==> config.mk <==
export PLATFORM = sky130hd
export DESIGN_NAME = exmem_pipe_stage
export DESIGN_NICKNAME = d
export VERILOG_FILES = /design/src/rtl/exmem_pipe_stage.sv
export SDC_FILE = /design/constraint.sdc
export NUM_CORES = 1
export LEC_CHECK = 0
export CAP_MARGIN = 20
export CORE_ASPECT_RATIO = 0.75
export CORE_MARGIN = 3
export CORE_UTILIZATION = 50
export CTS_BUF_LIST = sky130_fd_sc_hd__clkbuf_8
export CTS_CLUSTER_DIAMETER = 80
export CTS_CLUSTER_SIZE = 8
export DETAILED_ROUTE_END_ITERATION = 10
export PLACE_DENSITY = 0.82
export SLEW_MARGIN = 20
export SYNTH_ARGS = -nofsm -noshare
export SYNTH_HDL_FRONTEND = slang
export SYNTH_SLANG_ARGS = --single-unit
==> constraint.sdc <==
create_clock -name clk -period 1.9 [get_ports clk]
set_input_delay 0.285 -clock clk [delete_from_list [all_inputs] [get_ports clk]]
set_output_delay 0.285 -clock clk [all_outputs]
set_load 0.01 [all_outputs]
==> src/rtl/exmem_pipe_stage.sv <==
// rtl/exmem_pipe_stage.sv - EX/MEM pipeline stage with valid/ready handshake and 2-entry skid buffer
// Optional EXMEM_PERF_CNT_EN adds saturating stall/bubble counters.
module exmem_pipe_stage #(
  parameter int DATA_W    = 16,
  parameter int NUM_DATA  = 3,
  parameter int REGADDR_W = 4,
  parameter int CTRL_W    = 7
) (
  input  logic                       clk,
  input  logic                       rst,
  input  logic                       flush,
  input  logic                       in_valid,
  output logic                       in_ready,
  input  logic [CTRL_W-1:0]          ctrl_in,
  input  logic [NUM_DATA*DATA_W-1:0] data_in,
  input  logic [REGADDR_W-1:0]       regdes_in,
  output logic                       out_valid,
  input  logic                       out_ready,
  output logic [CTRL_W-1:0]          ctrl_out,
  output logic [NUM_DATA*DATA_W-1:0] data_out,
  output logic [REGADDR_W-1:0]       regdes_out,
  output logic                       fwd_valid,
`ifdef EXMEM_PERF_CNT_EN
  output logic [15:0]                stall_cnt,
  output logic [15:0]                bubble_cnt,
`endif
  output logic [DATA_W-1:0]          fwd_data
);

  localparam int DW = NUM_DATA * DATA_W;

  typedef enum logic [1:0] {EMPTY, ONE, FULL} state_t;

  state_t state, state_next;

  logic [CTRL_W-1:0]    h_ctrl, s_ctrl;
  logic [DW-1:0]        h_data, s_data;
  logic [REGADDR_W-1:0] h_reg, s_reg;

  logic accept, pop;
  logic load_h_in, load_h_s, load_s_in, drain_h;

  // Occupancy state is itself a register, so handshake outputs carry no
  // combinational path from out_ready.
  assign in_ready  = (state != FULL);
  assign out_valid = (state != EMPTY);
  assign accept    = in_valid & in_ready;
  assign pop       = out_valid & out_ready;

  always_ff @(posedge clk or negedge rst) begin
    if (!rst) state <= EMPTY;
    else      state <= state_next;
  end

  always_comb begin
    state_next = state;
    load_h_in  = 1'b0;
    load_h_s   = 1'b0;
    load_s_in  = 1'b0;
    drain_h    = 1'b0;
    if (flush) begin
      state_next = EMPTY;
    end else begin
      case (state)
        EMPTY: begin
          if (accept) begin
            state_next = ONE;
            load_h_in  = 1'b1;
          end
        end
        ONE: begin
          if (accept && pop) begin
            load_h_in = 1'b1;
          end else if (accept) begin
            state_next = FULL;
            load_s_in  = 1'b1;
          end else if (pop) begin
            state_next = EMPTY;
            drain_h    = 1'b1;
          end
        end
        FULL: begin
          if (pop) begin
            state_next = ONE;
            load_h_s   = 1'b1;
          end
        end
        default: state_next = EMPTY;
      endcase
    end
  end

  // Head control is zeroed whenever the head empties, so a bubble never
  // carries write enables while data/regdes simply hold.
  always_ff @(posedge clk or negedge rst) begin
    if (!rst) begin
      h_ctrl <= '0;
      h_data <= '0;
      h_reg  <= '0;
    end else if (flush || drain_h) begin
      h_ctrl <= '0;
    end else if (load_h_in) begin
      h_ctrl <= ctrl_in;
      h_data <= data_in;
      h_reg  <= regdes_in;
    end else if (load_h_s) begin
      h_ctrl <= s_ctrl;
      h_data <= s_data;
      h_reg  <= s_reg;
    end
  end

  always_ff @(posedge clk or negedge rst) begin
    if (!rst) begin
      s_ctrl <= '0;
      s_data <= '0;
      s_reg  <= '0;
    end else if (load_s_in) begin
      s_ctrl <= ctrl_in;
      s_data <= data_in;
      s_reg  <= regdes_in;
    end
  end

  assign ctrl_out   = h_ctrl;
  assign data_out   = h_data;
  assign regdes_out = h_reg;
  assign fwd_valid  = out_valid & h_ctrl[0];
  assign fwd_data   = h_data[DATA_W-1:0];

`ifdef EXMEM_PERF_CNT_EN
  always_ff @(posedge clk or negedge rst) begin
    if (!rst) begin
      stall_cnt  <= '0;
      bubble_cnt <= '0;
    end else begin
      if (out_valid && !out_ready && stall_cnt != 16'hFFFF)
        stall_cnt <= stall_cnt + 16'd1;
      if (!out_valid && !flush && bubble_cnt != 16'hFFFF)
        bubble_cnt <= bubble_cnt + 16'd1;
    end
  end
`endif

endmodule
## Yosys cells after proc, flatten, opt, wreduce, memory -nomap -nowiden

Index checks and enable logic that the tools add are counted.
W data, S select, Z words.

- Output and inout port bits: 78
- Logic and storage cells: 54
- Latch bits: 0
- Memory bits (writable): 0
- Register bits after elaboration: 120
- ROM bits: 0
- Input port bits: 64
- Memories: 0

- Multiplexer cells: 28
- Reduce and logical (&&, ||, !) cells: 8
- $mul: 0
- Equality and inequality tests: 7
- Div/mod/pow operators: 0
- $lt $le $gt $ge: 0
- Add/subtract/negate cells: 0
- Shifts and indexed selects: 0
- Bitwise operators: 4

Operators by type and width:

| operator | count |
|---|---|
| $mux W48 | 2 |
| $mux W7 | 3 |
| $mux W1 | 13 |
| $mux W2 | 6 |
| $ne A3 B3 Y1 const B | 3 |
| $mux W4 | 2 |
| $pmux W2 S3 | 1 |
| $ne A4 B4 Y1 const B | 1 |
| $reduce_and A4 Y1 | 1 |
| $reduce_bool A2 Y1 | 2 |
| $and A1 B1 Y1 | 3 |
| $reduce_bool A3 Y1 | 1 |
| $eq A2 B1 Y1 const B | 1 |
| $eq A2 B2 Y1 const B | 1 |
| $logic_not A2 Y1 | 1 |
| $ne A2 B2 Y1 const B | 1 |
| $pmux W1 S2 | 1 |
| $reduce_and A2 Y1 | 1 |
| $logic_and A1 B1 Y1 | 1 |
| $logic_or A1 B1 Y1 | 1 |
| $not A1 Y1 | 1 |

## Depth between registers and ports, before layout

Gate-level depths: netlist (run 1).

- Word-level depth: 10
- Mapped depth: 6
- Mapped depth without buffers: 4

## Worst setup path before layout (run 1)

OpenSTA, ideal clock, no wires.

- Kind: register to register
- Start point: register state[1]
- End point: register h_data[14], in the netlist data_out[14]
- Setup time: 0.125 ns
- Data required time: 1.775 ns
- Arrival: 1.574 ns
- Stages on the path, launching flop included: 7
- Path slack: 0.201 ns
- Buffers on the path: 2
- Clock period less this slack: 1.699 ns
- Cells stage by stage: dfrtp_1 -> mux2i_1 -> nor2_1 -> o21bai_1 -> buf_4 -> buf_4 -> mux2_2

- Word-level cells in the longest chain between the ends: 10
- Elaborated cells on any way between the ends: 24
- Classes of those cells: eq/ne (3); mux (12); bitwise (3); reduce/logical (6)

RTL lines:

| element | RTL line | source |
|---|---|---|
| start: declaration | 34 | `state_t state, state_next;` |
| start signal: assignment | 52 | `else state <= state_next;` |
| $reduce_bool A2 Y1 | 46 | `assign out_valid = (state != EMPTY);` |
| $and A1 B1 Y1 | 48 | `assign pop = out_valid & out_ready;` |
| $mux W1 | 77, 83 |  |
| $mux W1 | 74 | `end else if (accept) begin` |
| $mux W1 | 72 | `if (accept && pop) begin` |
| $mux W1 | 64 | `case (state)` |
| $mux W1 | 61 | `if (flush) begin` |
| $logic_or A1 B1 Y1 | 100 | `end else if (flush \|\| drain_h) begin` |
| $not A1 Y1 (no line) | - |  |
| $reduce_and A2 Y1 (no line) | - |  |
| end signal: assignment | 104 | `h_data <= data_in;` |
| end signal: assignment | 108 | `h_data <= s_data;` |
| end: declaration | 37 | `logic [DW-1:0] h_data, s_data;` |

Parallel ways exist; a longest one is shown, timed or not.
A chain may end at the register's enable or synchronous reset.

## Worst setup path after layout (run 1)

- Start point: register state[0]
- End point: output port fwd_valid

- Word-level cells in the longest chain between the ends: 2

RTL lines:

| element | RTL line | source |
|---|---|---|
| $reduce_bool A2 Y1 | 46 |  |
| $and A1 B1 Y1 | 128 | `assign fwd_valid = out_valid & h_ctrl[0];` |
| end: declaration | 22 | `output logic fwd_valid,` |

No other way between the ends.

==> results of run 1 <==
-- critical path, cell delays in order (launching register included) --
cell and delay (ps):
dfrtp_1 420, or2_4 270, and2_1 150, dlygate4sd2_1 270
-- power breakdown --
part / total [W] / internal [W] / switching, W
sequential: 0.00385 / 0.00338 / 0.000469
combinational: 0.00288 / 0.00186 / 0.00102
clock: 0.00228 / 0.00132 / 0.000963
-- through the flow --
stage	total power [W]	TNS, ps
3_3_place_gp	0.00665	-10120
4_1_cts	0.00911	0
3_5_place_dp	0.00679	-12310
6_report	0.00902	0
2_1_floorplan	0.00524	0
5_1_grt	0.00953	-0.278
-- synth_stat cells, drive strengths merged --
library cell / instances
a21oi: 1
or2: 1
clkbuf: 1
and2: 1
o21ai: 1
a311oi: 1
nor3b: 1
nand2b: 3
inv: 1
mux2i: 8
nor2: 2
nand2: 2
and3: 1
o31ai: 1
o21bai: 1
dfrtp: 120
buf: 34
mux2: 163
o2bb2ai: 7
-- timing repair --
item                                    CTS  global route
hold buffers                              1             0
endpoints found under the setup margin    2            10
hold endpoints to repair                120             0
resized for setup                         4             3
pin swaps                                 0             2
cloned                                    0             1
setup buffers                             1             1
-- area by class of cell --
class | instances | area [um^2] | share of cell area [%]
Clock buffer | 22 | 303 | 4.14
Clock inverter | 10 | 100 | 1.37
Inverter | 1 | 3.75 | 0.0513
Multi-Input combinational cell | 194 | 2110 | 28.8
Sequential cell | 120 | 3000 | 41.1
Tap cell | 132 | 165 | 2.26
Timing Repair Buffer | 160 | 1630 | 22.3
-- final timing paths --
check,from,end,slack [ps],depth (start not counted)
max,state[0]$_DFFE_PN0P_,fwd_valid,90,3
min,data_in[23],s_data[23]$_DFFE_PN0P_,470,2
max reg2reg,state[1]$_DFFE_PN0P_,data_out[8]$_DFFE_PN0P_,100,6
min reg2reg,data_out[45]$_DFFE_PN0P_,data_out[45]$_DFFE_PN0P_,490,1
max in group asynchronous,rst,s_data[18]$_DFFE_PN0P_,910,3
min in group asynchronous,rst,s_data[3]$_DFFE_PN0P_,480,3
-- layer usage --
metal / track usage [%] / wire length, um / part of all wire [%] / vias up
li1: - / - / - / 1538
met5: 0 / 0 / 0 / -
met3: 8.01 / 795 / 7.2 / 8
met4: 5.32 / 83 / 0.75 / 0
met2: 30.9 / 5290 / 48 / 101
met1: 24.7 / 4900 / 44 / 1640
-- layout by cell type, fill, tap and decap left out, types with 2 or more instances in the layout --
cell,netlist,routed
dfrtp_1,120,119
mux2_1,118,118
bufinv_16,0,2
o2bb2ai_1,7,7
clkdlybuf4s50_1,0,137
nor2_1,2,2
inv_1,1,3
mux2i_1,8,8
nand2b_1,3,2
buf_12,0,5
dlygate4sd2_1,0,3
mux2_2,45,45
clkbuf_8,0,22
clkinv_2,0,5
buf_4,18,13
-- logic make-up (layout without fill, tap and decap cells) --
group                  Yosys count  count (layout)
flip-flops                     120             120
multiplexers                   171             171
buffers and inverters           36             193
AND/OR/NAND/NOR                 11              11
AO/OA/AOI/OAI                   12              12
==> results.py, run 1 <==
metrics = {
    "die": {
        "io_pins": 142,
        "core_area_mm2": 0.0100,
        "row_count": 31,
        "die_area_mm2": 0.0119,
        "initial_utilization_pct": 53.1,
        "die_x_um": 125,
        "die_h_um": 95.3,
    },
    "clocking": {
        "cts.sinks": 120,
        "clock_path_buffers": 2,
        "cts_tree": "built",
        "clkSlewWorstSetupHoldPaths_ps": 70,
        "root_buffer": "clkbuf_8",
        "ctsHtreeMaxLevel": 4,
        "cts_made_buffers": 17,
        "insertion_delay_ps": 430,
    },
    "placement": {
        "dp_cells": 603,
        "dp_hpwl_mm": 7.50,
        "dpl-instance-area_mm2": 0.00685,
        "place_ws_ps": -228,
        "place_congestion": 0.822,
        "portBuffers": 141,
    },
    "timing": {
        "period_share_pct": 95.4,
        "clock.fmax_mhz": 552,
        "hold_viol_final": 0,
        "finalClockSkew_ps": 11.6,
        "slew_headroom_pct": 56.7,
        "drv_slew": 0,
        "worstMarginPinSlew_ps": 650,
        "post-route-min-period_ps": 1810,
        "fin_hold_ws_ps": 472,
        "setup_slack_ps": 87.7,
        "finalSetupViolations": 0,
    },
    "yosys": {
        "synth.largest_area_cell": "dfrtp_1",
        "synth_compound_area_share_pct": 1.79,
        "synthAdderAreaFrac_pct": 0,
        "synth_top_family_by_area": "multiplexers",
        "ys_seq_elements": 120,
        "synth-simple-area-share_pct": 1.22,
        "synth-xor-area-share_pct": 0,
        "netlist_area_mm2": 0.00531,
        "syn_nets": 414,
        "ys_warn_count": 0,
        "synth_area_leaders": "dfrtp_1 (57%), mux2_1 (25%), mux2_2 (9.5%)",
        "synth_top_area_share_pct": 56.5,
        "synth.avg_cell_area_um2": 15.2,
        "ys_seq_area_share_pct": 56.5,
        "synth_cell_types": 22,
        "synthCells": 350,
        "synthMuxAreaShare_pct": 36.0,
    },
    "drt": {
        "firstDrtPassIters": 4,
        "vias_per_cell": 5.14,
        "wl_mm": 11.1,
        "num_vias": 3287,
        "drc": 0,
        "drtAntennaViolNets": 0,
        "dr.first_iter.drc_count": 152,
        "wl_per_cell_um": 17.3,
    },
    "cells_and_area": {
        "fillCellCount": 642,
        "nets": 558,
        "final_cell_count_no_fill": 639,
        "utilization_pct": 73.1,
        "area_growth_pct": 37.6,
        "design_area_mm2": 0.00731,
        "final_layout_size_suffix_gt1_share_pct": 19.7,
        "antenna_cells": 0,
    },
    "run_status": {
        "status": "completed",
    },
    "flow_run": {
        "cap_violations": 0,
    },
    "setup_path": {
        "crit_path_end_kind": "primary output",
        "critPathRequiredTime_ps": 1620,
        "crit_fanout": 4,
        "start_kind": "flop",
        "arrival_ps": 1530,
        "critical_path_class": "reg -> out",
    },
    "global_routing": {
        "grt_first_pass_wirelength_mm": 18.0,
        "grt_max_degree": 121,
        "antenna_found_initial": 0,
        "grt_pass1_vias": 3538,
        "track_usage_pct": 19.3,
        "grt.overflow.total": 0,
    },
    "pwr": {
        "p_leak_nw": 3.24,
        "power.density_mw_per_mm2": 1230,
        "peakVddDrop_mv": 0.896,
    },
    "min_path": {
        "hold_class": "in -> reg",
    },
}
Power figures use the tool's default switching activity.
==> run 2, diff against run 1 <==
Settings changed: CELL_PAD_IN_SITES_DETAIL_PLACEMENT set to 1, CELL_PAD_IN_SITES_GLOBAL_PLACEMENT set to 1, CORE_UTILIZATION 50 to 41, PLACE_DENSITY 0.82 to not set, PLACE_DENSITY_LB_ADDON set to 0.1.
==> run 2 against run 1 <==
Net effect:
- sequential share of layout area fell by 0.16 points
- hold slack worse by 110 ps
- first-iteration DRC count shrank 34%
- sequential power hardly changed
- critical endpoint is now out_valid
- largest power group unchanged
- highest routed layer unchanged
==> results.py, run 2 (synthesized netlist as in run 1, its figures left out) <==
metrics = {
    "run_status": {
        "status": "completed",
    },
    "global_routing": {
        "grt_pass1_vias": 3838,
        "track_usage_pct": 18.0,
        "grt_first_pass_wirelength_mm": 20.1,
        "grt.overflow.total": 0,
        "antenna_found_initial": 0,
        "grt_max_degree": 44,
    },
    "setup_path": {
        "critPathBufInv": 2,
        "reg2regPathDepth": 5,
        "start_kind": "flop",
        "crit_path_end_kind": "primary output",
        "slowest_stage": "dfrtp_1",
        "cpPeakStageDelay_ps": 420,
        "arrival_ps": 1500,
        "path_depth": 3,
        "crit_fanout": 4,
        "critPathRequiredTime_ps": 1620,
        "critical_path_class": "reg -> out",
        "crit_path_cell_trace": "buf_6 -> or2_1 -> dlygate4sd2_1",
        "crit_family": "buffers and inverters",
    },
    "clocking": {
        "clkSlewWorstSetupHoldPaths_ps": 70,
        "cts_tree": "built",
        "insertion_delay_ps": 420,
        "cts.sinks": 120,
        "root_buffer": "clkbuf_8",
        "cts_made_buffers": 17,
        "ctsHtreeMaxLevel": 4,
        "clock_path_buffers": 2,
    },
    "drt": {
        "wl_per_cell_um": 17.9,
        "firstDrtPassIters": 4,
        "m1WireLength_mm": 5.30,
        "dr_wl_met3_um": 747,
        "dr.first_iter.drc_count": 101,
        "topRoutingLayerUsed": "met4",
        "wl_mm": 12.1,
        "drtAntennaViolNets": 0,
        "met2_length_mm": 5.98,
        "num_vias": 3366,
        "vias_per_cell": 4.97,
        "drc": 0,
    },
    "timing": {
        "post-route-min-period_ps": 1790,
        "fin_hold_ws_ps": 363,
        "clock.fmax_mhz": 560,
        "finalClockSkew_ps": 9.55,
        "rsz0062_at_grt": "no",
        "drv_slew": 0,
        "worstMarginPinSlew_ps": 507,
        "finalSetupViolations": 0,
        "slew_headroom_pct": 66.2,
        "period_share_pct": 94.1,
        "hold_viol_final": 0,
    },
    "cells_and_area": {
        "final_layout_size_suffix_gt1_share_pct": 20.0,
        "final_common_cell": "clkdlybuf4s50_1",
        "design_area_mm2": 0.00734,
        "antenna_cells": 0,
        "fillCellCount": 1214,
        "area_growth_pct": 38.1,
        "nets": 563,
        "mostFrequentLayoutCells": "clkdlybuf4s50_1 (137), dfrtp_1 (120), mux2_1 (118), mux2_2 (45), clkbuf_8 (18)",
    },
    "placement": {
        "place_congestion": 0.752,
        "dp_hpwl_mm": 8.60,
        "portBuffers": 141,
        "dpl-instance-area_mm2": 0.00699,
    },
    "pwr": {
        "p_int_w": 0.00627,
        "switching_share_pct": 28.4,
        "power.density_mw_per_mm2": 1190,
        "clkPwrFrac_pct": 22.9,
        "p_leak_nw": 3.24,
        "pwr-share-comb_pct": 33.0,
        "seqPwrFrac_pct": 44.1,
        "netSwitchingPower_w": 0.00249,
        "peakVddDrop_mv": 0.615,
    },
    "die": {
        "die_area_mm2": 0.0144,
        "core_area_mm2": 0.0125,
        "die_x_um": 137,
        "die_h_um": 105,
        "initial_utilization_pct": 42.6,
        "io_pins": 142,
        "row_count": 35,
    },
    "min_path": {
        "hold_class": "in -> async",
    },
    "flow_run": {
        "cap_violations": 0,
    },
}
==> run 2: changes by cell type in the layout (fill, tap and decap cells not counted), moves of 2 or more <==
cell and change:
buf_12 +3, buf_4 +2, clkbuf_8 -4, clkinv_2 +2
==> run 2: worst paths after layout <==
path	start	slack, ps	to
worst min-delay path	rst	360	s_data[15]$_DFFE_PN0P_
worst max register to register	state[1]$_DFFE_PN0P_	130	data_out[8]$_DFFE_PN0P_
max in group asynchronous	rst	910	s_ctrl[2]$_DFFE_PN0P_
min in group clk	data_in[21]	470	s_data[21]$_DFFE_PN0P_
worst min register to register	s_data[6]$_DFFE_PN0P_	490	s_data[6]$_DFFE_PN0P_
worst max-delay path	state[1]$_DFFE_PN0P_	110	out_valid
==> run 2: stage by stage <==
step / util, % / setup TNS, ps / setup slack [ps] / total power, W / cells
final: 58.8 / 0 / 113 / 0.00876 / 677
after global routing: 58.8 / 0 / 14.0 / 0.00934 / 677
after global placement: 56.0 / -6940 / -143 / 0.00670 / 645
after CTS: 58.8 / 0 / 69.3 / 0.00891 / 677
after detailed placement: 56.0 / -10760 / -199 / 0.00684 / 645
after floorplan: - / 0 / 201 / 0.00524 / 350
==> run 2: metal layers <==
| metal | GRT usage (%) | vias up |
|---|---|---|
| met2 | 29.1 | 88 |
| met3 | 5.87 | 10 |
| li1 | - | 1531 |
| met4 | 4.91 | 0 |
| met5 | 0 | - |
| met1 | 23.2 | 1737 |
==> run 2: layout make-up <==
cell class / count / area, um^2 / share of cell area [%]
sequential: 120 / 3000 / 40.9
multi-input combinational: 194 / 2100 / 28.6
timing repair buffer: 165 / 1690 / 23.0
clock buffer: 18 / 248 / 3.38
tap: 166 / 208 / 2.83
clock inverter: 13 / 91.3 / 1.24
inverter: 1 / 3.75 / 0.0512
==> run 2: what timing repair did <==
item,4_1_cts,5_1_grt
setup buffers,0,0
endpoints found under the setup margin,3,0
endpoints found under the hold margin,32,0
hold buffers,1,0
gates resized for setup,7,0
==> run 2: power by group through the flow <==
stage / Clock (W) / Sequential (W) / Combinational (W)
2_1_floorplan: 0 / 0.00400 / 0.00124
3_3_place_gp: 0 / 0.00385 / 0.00285
3_5_place_dp: 0 / 0.00391 / 0.00294
4_1_cts: 0.00209 / 0.00387 / 0.00295
5_1_grt: 0.00224 / 0.00396 / 0.00313
6_report: 0.00201 / 0.00386 / 0.00289
==> run 3, diff against run 2 <==
Settings changed: CORE_UTILIZATION 41 to 44.
Clock period 1.9 ns to 2.15 ns, I/O delays scaled along.
==> run 3 against run 2 <==
Net effect:
- sequential share of layout area rose by 0.12 points
- sequential power fell by 11%
- global-route usage rose by 1.1 points
- combinational power fell by 11%
- power fell by 8.8%
- clock-buffer cell count rose by 3
- clock skew rose by 1.9 ps
- highest routed layer unchanged
==> results.py, run 3 (synthesized netlist as in run 1, its figures left out) <==
metrics = {
    "cells_and_area": {
        "final_layout_size_suffix_gt1_share_pct": 18.7,
        "final_cell_count_no_fill": 665,
        "mostFrequentLayoutCells": "clkdlybuf4s50_1 (140), dfrtp_1 (120), mux2_1 (118), mux2_2 (45), clkbuf_8 (21)",
        "final_common_cell": "clkdlybuf4s50_1",
        "nets": 555,
        "antenna_cells": 0,
        "fillCellCount": 1103,
        "area_growth_pct": 37.7,
    },
    "setup_path": {
        "critPathBufInv": 1,
        "slowest_stage": "clkdlybuf4s50_1",
        "crit_path_end_kind": "primary output",
        "start_kind": "flop",
        "cpPeakStageDelay_ps": 470,
        "critPathRequiredTime_ps": 1830,
        "crit_path_cell_trace": "or2_1 -> and2_1 -> clkdlybuf4s50_1",
        "crit_fanout": 5,
        "critical_path_class": "reg -> out",
        "crit_family": "buffers and inverters",
        "arrival_ps": 1760,
    },
    "timing": {
        "rsz0062_at_grt": "no",
        "slew_headroom_pct": 68.2,
        "worstMarginPinSlew_ps": 477,
        "period_share_pct": 96.8,
        "hold_viol_final": 0,
        "post-route-min-period_ps": 2080,
        "setup_slack_ps": 67.9,
        "clock.fmax_mhz": 480,
        "drv_slew": 0,
        "finalClockSkew_ps": 11.5,
        "finalSetupViolations": 0,
        "setup_tns_ps": 0,
    },
    "placement": {
        "portBuffers": 141,
        "dp_hpwl_mm": 8.55,
        "dp_cells": 633,
        "place_congestion": 0.722,
        "place_ws_ps": 8.19,
    },
    "clocking": {
        "clkSlewWorstSetupHoldPaths_ps": 70,
        "ctsHtreeMaxLevel": 4,
        "cts_resized": 0,
        "insertion_delay_ps": 430,
        "cts_tree": "built",
        "cts.sinks": 120,
        "root_buffer": "clkbuf_8",
        "clock_path_buffers": 2,
        "cts_made_buffers": 17,
    },
    "die": {
        "initial_utilization_pct": 45.4,
        "row_count": 34,
        "die_x_um": 133,
        "io_pins": 142,
        "die_area_mm2": 0.0134,
        "die_h_um": 101,
        "core_area_mm2": 0.0117,
    },
    "drt": {
        "topRoutingLayerUsed": "met4",
        "met2_length_mm": 6.14,
        "m1WireLength_mm": 5.17,
        "vias_per_cell": 5.03,
        "dr_wl_met3_um": 663,
        "wl_per_cell_um": 18.3,
        "firstDrtPassIters": 4,
        "drtAntennaViolNets": 0,
        "drc": 0,
        "num_vias": 3344,
        "dr.first_iter.drc_count": 139,
        "wl_mm": 12.2,
    },
    "global_routing": {
        "grt_max_degree": 51,
        "grt_first_pass_wirelength_mm": 19.9,
        "grt_pass1_vias": 3804,
        "grt.overflow.total": 0,
        "track_usage_pct": 19.1,
        "antenna_found_initial": 0,
    },
    "pwr": {
        "power.density_mw_per_mm2": 1090,
        "peakVddDrop_mv": 0.663,
        "p_leak_nw": 3.21,
    },
    "min_path": {
        "hold_class": "in -> async",
    },
    "run_status": {
        "status": "completed",
    },
    "flow_run": {
        "cap_violations": 0,
    },
}
-- run 3: cell types whose count changed in the layout (fill, tap and decap cells not counted), sizes merged, moves of 2 or more --
cell	previous run	this run
clkbuf	18	21
clkinv	7	4
buf	25	16
clkdlybuf4s50	137	140
dlygate4sd2	2	0
-- run 3: through the flow --
stage | hold WS [ps] | cell area, um^2 | total power, W | utilization (%)
6_report | 383 | 7320 | 0.00799 | 62.5
3_5_place_dp | 316 | 6920 | 0.00607 | 59.1
3_3_place_gp | 310 | 6920 | 0.00591 | 59.1
5_1_grt | 425 | 7320 | 0.00846 | 62.5
2_1_floorplan | 26.9 | 5310 | 0.00463 | -
4_1_cts | 385 | 7320 | 0.00811 | 62.5
-- run 3: routing by layer --
metal	vias up	GRT usage [%]
li1	1519	-
met1	1717	23.0
met2	91	33.2
met3	17	4.87
met4	0	7.99
met5	-	0
-- run 3: power breakdown --
part	total (W)	switching (W)	internal (W)
clock	0.00201	0.000875	0.00113
combinational	0.00256	0.000918	0.00164
sequential	0.00342	0.000436	0.00299
total	0.00799	0.00223	0.00576
-- run 3: worst reg2reg max path: cells and delay by family, from the launching register on --
family,cells,cell delay [ps]
buffers and inverters,1,190
and+or+nand+nor,2,370
muxes,2,680
DFF,1,440
-- run 3: area by class of cell --
type	count	area, um^2	share of cell area [%]
flip-flops and latches	120	3000	41.0
multi-input cells	194	2100	28.7
repair buffers	157	1620	22.1
clock buffers	21	289	3.95
well taps	162	203	2.77
clock inverters	10	103	1.40
inverters	1	3.75	0.0513
-- run 3: path summary, 6_finish.rpt --
kind | from | end | slack, ps | cells past startpoint
max | state[0]$_DFFE_PN0P_ | fwd_valid | 70 | 3
min | rst | s_reg[2]$_DFFE_PN0P_ | 380 | 2
max reg2reg | state[1]$_DFFE_PN0P_ | data_out[20]$_DFFE_PN0P_ | 370 | 5
min reg2reg | s_data[28]$_DFFE_PN0P_ | s_data[28]$_DFFE_PN0P_ | 490 | 1
max in group asynchronous | rst | data_out[32]$_DFFE_PN0P_ | 1120 | 3
min in group clk | s_data[28]$_DFFE_PN0P_ | s_data[28]$_DFFE_PN0P_ | 490 | 1
-- run 3: what timing repair did --
| action | in CTS | in global routing |
|---|---|---|
| hold endpoints to repair | 32 | 0 |
| hold buffers | 1 | 0 |
| setup buffers | 0 | 0 |
